### src/rtl/dmem_arbiter.sv
// -----------------------------------------------------------------------------
// dmem_arbiter
//
// Shares one line-wide data-memory port between two cache masters:
//   master 0 = instruction-cache refill, master 1 = data-cache miss/write-back.
// The winning request is latched in IDLE and drives the memory for exactly one
// transaction. The memory acknowledge is forwarded combinationally to the
// owner. A single DONE cycle follows every transaction so that masters can
// drop their enables before the port is re-arbitrated.
//
// Handshake: a master raises mX_enable_i with write/addr/data stable and holds
// it until mX_ack_o pulses for one cycle. Toward memory, mem_enable_o stays
// high until mem_ack_i is seen. mem_ack_i outside a transaction is ignored.
//
// Optional feature: define DMEM_ARB_RR_EN for round-robin tie breaking
// (grant the master not granted last; first tie after reset goes to master 0).
// Without it, master 1 wins every tie.
//
// Ports:
//   clk_i, rst_i              clock (rising edge), async active-high reset
//   mX_enable_i/_write_i      request and direction (1 = line write)
//   mX_addr_i/_data_i         byte address (bits [4:0] ignored), write line
//   mX_data_o/_ack_o          read line (zero unless granted), one-cycle ack
//   mem_*_o / mem_*_i         shared memory port, mem_addr_o bits [4:0] = 0
//   grant_o                   one-hot owner {m1,m0}, 00 when idle
//   state_o                   debug: FSM state (0 IDLE, 1 BUSY0, 2 BUSY1, 3 DONE)
// -----------------------------------------------------------------------------
module dmem_arbiter #(
  parameter int ADDR_W = 32,
  parameter int DATA_W = 256
) (
  input  logic              clk_i,
  input  logic              rst_i,
  input  logic              m0_enable_i,
  input  logic              m0_write_i,
  input  logic [ADDR_W-1:0] m0_addr_i,
  input  logic [DATA_W-1:0] m0_data_i,
  output logic [DATA_W-1:0] m0_data_o,
  output logic              m0_ack_o,
  input  logic              m1_enable_i,
  input  logic              m1_write_i,
  input  logic [ADDR_W-1:0] m1_addr_i,
  input  logic [DATA_W-1:0] m1_data_i,
  output logic [DATA_W-1:0] m1_data_o,
  output logic              m1_ack_o,
  output logic              mem_enable_o,
  output logic              mem_write_o,
  output logic [ADDR_W-1:0] mem_addr_o,
  output logic [DATA_W-1:0] mem_data_o,
  input  logic [DATA_W-1:0] mem_data_i,
  input  logic              mem_ack_i,
  output logic [1:0]        grant_o,
  output logic [1:0]        state_o
);

  typedef enum logic [1:0] {
    IDLE  = 2'd0,
    BUSY0 = 2'd1,
    BUSY1 = 2'd2,
    DONE  = 2'd3
  } state_t;

  // Clears the byte-within-line bits; masking on capture keeps every address
  // input bit in use and the low register bits constant zero.
  localparam logic [ADDR_W-1:0] LINE_MASK = ~ADDR_W'(5'h1f);

  state_t              state_q, state_d;
  logic                wr_q, wr_d;
  logic [ADDR_W-1:0]   addr_q, addr_d;
  logic [DATA_W-1:0]   data_q, data_d;
  logic                any_req;
  logic                winner;   // 1 = master 1 wins this arbitration

  assign any_req = m0_enable_i | m1_enable_i;

`ifdef DMEM_ARB_RR_EN
  logic last_q, last_d;   // master granted most recently

  always_comb begin
    winner = m1_enable_i;
    if (m0_enable_i && m1_enable_i) winner = ~last_q;
  end

  always_comb begin
    last_d = last_q;
    if (state_q == IDLE && any_req) last_d = winner;
  end

  always_ff @(posedge clk_i or posedge rst_i) begin
    if (rst_i) last_q <= 1'b1;   // so the first tie goes to master 0
    else       last_q <= last_d;
  end
`else
  // Fixed priority: master 1 wins ties, otherwise the lone requester wins.
  assign winner = m1_enable_i;
`endif

  always_ff @(posedge clk_i or posedge rst_i) begin
    if (rst_i) begin
      state_q <= IDLE;
      wr_q    <= 1'b0;
      addr_q  <= '0;
      data_q  <= '0;
    end else begin
      state_q <= state_d;
      wr_q    <= wr_d;
      addr_q  <= addr_d;
      data_q  <= data_d;
    end
  end

  always_comb begin
    state_d      = state_q;
    wr_d         = wr_q;
    addr_d       = addr_q;
    data_d       = data_q;
    mem_enable_o = 1'b0;
    mem_write_o  = 1'b0;
    mem_addr_o   = '0;
    mem_data_o   = '0;
    m0_ack_o     = 1'b0;
    m1_ack_o     = 1'b0;
    m0_data_o    = '0;
    m1_data_o    = '0;
    grant_o      = 2'b00;

    case (state_q)
      IDLE: begin
        if (any_req) begin
          state_d = winner ? BUSY1 : BUSY0;
          wr_d    = winner ? m1_write_i : m0_write_i;
          addr_d  = (winner ? m1_addr_i : m0_addr_i) & LINE_MASK;
          data_d  = winner ? m1_data_i : m0_data_i;
        end
      end
      BUSY0: begin
        mem_enable_o = 1'b1;
        mem_write_o  = wr_q;
        mem_addr_o   = addr_q;
        mem_data_o   = data_q;
        grant_o      = 2'b01;
        m0_ack_o     = mem_ack_i;
        m0_data_o    = mem_data_i;
        if (mem_ack_i) state_d = DONE;
      end
      BUSY1: begin
        mem_enable_o = 1'b1;
        mem_write_o  = wr_q;
        mem_addr_o   = addr_q;
        mem_data_o   = data_q;
        grant_o      = 2'b10;
        m1_ack_o     = mem_ack_i;
        m1_data_o    = mem_data_i;
        if (mem_ack_i) state_d = DONE;
      end
      DONE: begin
        // Turnaround: port released, masters get one cycle to drop enable.
        state_d = IDLE;
      end
      default: state_d = IDLE;
    endcase
  end

  assign state_o = state_q;

endmodule

### config.mk
export PLATFORM = sky130hd
export DESIGN_NAME = dmem_arbiter
export DESIGN_NICKNAME = d
export VERILOG_FILES = /design/src/rtl/dmem_arbiter.sv
export SDC_FILE = /design/constraint.sdc
export NUM_CORES = 1
export LEC_CHECK = 0
export CORE_AREA = 5 5 638 640
export CTS_CLUSTER_DIAMETER = 30
export CTS_CLUSTER_SIZE = 20
export DETAILED_ROUTE_END_ITERATION = 10
export DIE_AREA = 0 0 643 645
export GPL_ROUTABILITY_DRIVEN = 0
export SLEW_MARGIN = 20
export SYNTH_ARGS = -nofsm -noshare
export SYNTH_HDL_FRONTEND = slang
export SYNTH_SLANG_ARGS = --single-unit
### constraint.sdc
create_clock -name clk_i -period 9 [get_ports clk_i]
set_input_delay 1.8 -clock clk_i [delete_from_list [all_inputs] [get_ports clk_i]]
set_output_delay 1.8 -clock clk_i [all_outputs]
set_load 0.02 [all_outputs]
==> reports/qor.yml <==
status: "finished clean"
max-cap-violations: 0
row_count: 233
number_of_global_route_vias_before_repair: 22588
tritoncts_clock_tree: "yes"
ys_warn_count: 0
min_path_type: "reg2reg"
drc: 0
cts_hold_fix_bufs: 0
area_share_of_fa_ha_maj_cells_after_synthesis_pct: 0.405
post-dp-hpwl_mm: 288
routed_via_density: 2.50
cts_buffer_count: 85
chipHeight_microns: 645
slew_violations: 0
combPwrFrac_pct: 67.0
synth-simple-area-share_pct: 32.8
placeableCoreArea_sq_mm: 0.401
ir_worst_vdd_uv: 175
worst_slew_pin_slew_ps: 1150
cp_data_arrival_time_ps: 4190
clock_skew_ps: 76.9
final.min_clock_period_ps: 5990
route.vias.total: 22830
clk_pin_slew_ps: 50
yosysSeqAreaShare_pct: 38.6
synthesis.instances: 2142
worst-path-max-fanout: 64
muxShareOfSynthArea_pct: 15.5
start_util_pct: 4.62
switching_share_pct: 53.4
port-buffer-count: 1631
cts_max_level: 3
synth.avg_cell_area_sq_um: 8.65
setup_violations: 0
layout_cell_share_with_drive_strength_beyond_1_pct: 5.65
fin_tns_setup_ps: 0
filler_cell_count: 46102
root_buffer: "sky130_fd_sc_hd__clkbuf_16"
rsz0062_at_grt: "false"
flow.area_growth_from_synthesis_pct: 139
synth_cell_type_count: 17
die_area_sq_mm: 0.415
final_net_count: 4545
drtPass1Iterations: 5
tritoncts_num_sinks: 286
grt_remaining_overflow: 0
share_clk_of_total_power_pct: 20.2
final_util_pct: 11.1
finalNonFillerCells: 9124
combinational_family_with_the_most_area_after_synthesis: "simple AND/OR/NAND/NOR gates"
leakage_nw: 16.5
worst_hold_slack_ps: 467
power_density_mw_per_mm2: 392
layout.cells.most_common: "sky130_fd_sc_hd__clkdlybuf4s50_1"
internal_power_mw: 8.09
io_pins: 1647
fmax_mhz: 167
highest_count_cells_in_the_layout_ignoring_fill_and_taps: "sky130_fd_sc_hd__clkdlybuf4s50_1 (1596), sky130_fd_sc_hd__and2_1 (798), sky130_fd_sc_hd__mux2i_1 (287)"
grt_first_pass_wirelength_mm: 365
post_synth_xor_area_fraction_pct: 0
startpoint_type: "flop"
cts_buffer_depth: 3
worstSkewPairLatency_ps: 710
post_cts_buffers: 0
flip_flop_and_latch_count_after_synthesis: 286
criticalPathCategory: "reg2out"
period_share_pct: 66.6
drtIter0Drc: 1531
cts_repair_resizes: 0
synthesis.area_sq_mm: 0.0185
numPlacedInstances: 8900
share_seq_of_total_power_pct: 12.8
slew-limit-headroom_pct: 23.3
synth-compound-area-share_pct: 7.82
grt_antenna_before_repair: 148
route.final.wire_length_mm: 316
power_consumption_mw: 17.4
worst_setup_ep_type: "output pin"
chipWidth_microns: 643
grt_max_degree: 245
antenna_violating_nets_post_route: 0
p_sw_mw: 9.28
report.final.hold_viol_count: 0
route.detailed.wl_per_inst_microns: 34.6
grt_use_total_pct: 14.6
worst_ep_required_time_ps: 7200
-- synthesized netlist by cell type, drive strengths merged --
master | instances | area share, %
clkbuf | 115 | 2.3
nor2 | 1 | 0.020
o21ai | 286 | 7.8
ha | 6 | 0.41
nand2 | 285 | 5.8
inv | 3 | 0.061
buf | 72 | 2.4
nor2b | 1 | 0.034
mux2i | 287 | 16
dfrtp | 286 | 39
and2 | 798 | 27
conb | 1 | 0.020
a21oi | 1 | 0.027
-- routing by layer --
layer	GRT usage [%]	vias to the layer above	part of all wire [%]
li1	-	10148	-
met3	6.81	407	11
met5	0.0347	-	0.095
met1	13.6	10860	32
met2	26.9	1373	52
met4	6.41	42	5.5
-- stage by stage --
step	worst slack (ps)	instance area, sq um
2_1_floorplan	3410	18500
3_3_place_gp	3440	40800
3_5_place_dp	3460	40800
4_1_cts	2740	44100
5_1_grt	2700	44200
6_report	3010	44300
-- kinds of logic (layout without fill, tap and decap cells) --
kind of cell | count (synthesis) | after routing
simple gates | 1085 | 1085
compound gates | 287 | 287
mux | 287 | 287
flops | 286 | 286
buf+inv | 190 | 1813
fa+ha+maj | 6 | 6
other cells | 1 | 73
-- final timing paths --
check / from / endpoint / slack (ps) / depth (start not counted)
max in group asynchronous: rst_i / addr_q[26] / 6190 / 4
hold reg to reg: data_q[160] / data_q[160] / 470 / 2
min in group asynchronous: rst_i / data_q[110] / 1530 / 3
hold / removal: data_q[160] / data_q[160] / 470 / 2
setup / recovery: state_o[0] / m1_data_o[8] / 3010 / 5
setup reg to reg: state_o[0] / data_q[26] / 6530 / 6
-- registers in the layout, indices dropped and copies added (netlist names) --
register  count
state_o       2
wr_q          1
data_q      256
addr_q       27
-- power by group through the flow --
stage | Clock [mW] | Combinational (mW) | Sequential (mW)
global placement | 0 | 12.2 | 2.21
CTS | 3.62 | 12.3 | 2.22
floorplan | 0 | 4.32 | 2.13
global route | 3.66 | 12.4 | 2.30
finish | 3.51 | 11.6 | 2.22
detailed placement | 0 | 12.2 | 2.23
-- layout make-up --
class	instances	area, sq um	share of cell area, %
Sequential cell	286	7160	16.2
Clock inverter	56	1020	2.30
Multi-Input combinational cell	1670	10500	23.8
Antenna cell	68	170	0.384
Clock buffer	100	2270	5.13
Tap cell	5287	6620	14.9
Timing Repair Buffer	1654	16500	37.3
Inverter	3	15.0	0.0339
-- critical path, stage by stage (launching register included) --
cell                              delay [ps]
sky130_fd_sc_hd__dfrtp_1                 450
sky130_fd_sc_hd__inv_1                   270
sky130_fd_sc_hd__ha_4                    620
sky130_fd_sc_hd__buf_4                   710
sky130_fd_sc_hd__and2_1                  220
sky130_fd_sc_hd__clkdlybuf4s50_1        1080
(Power assumes the default switching activity.)
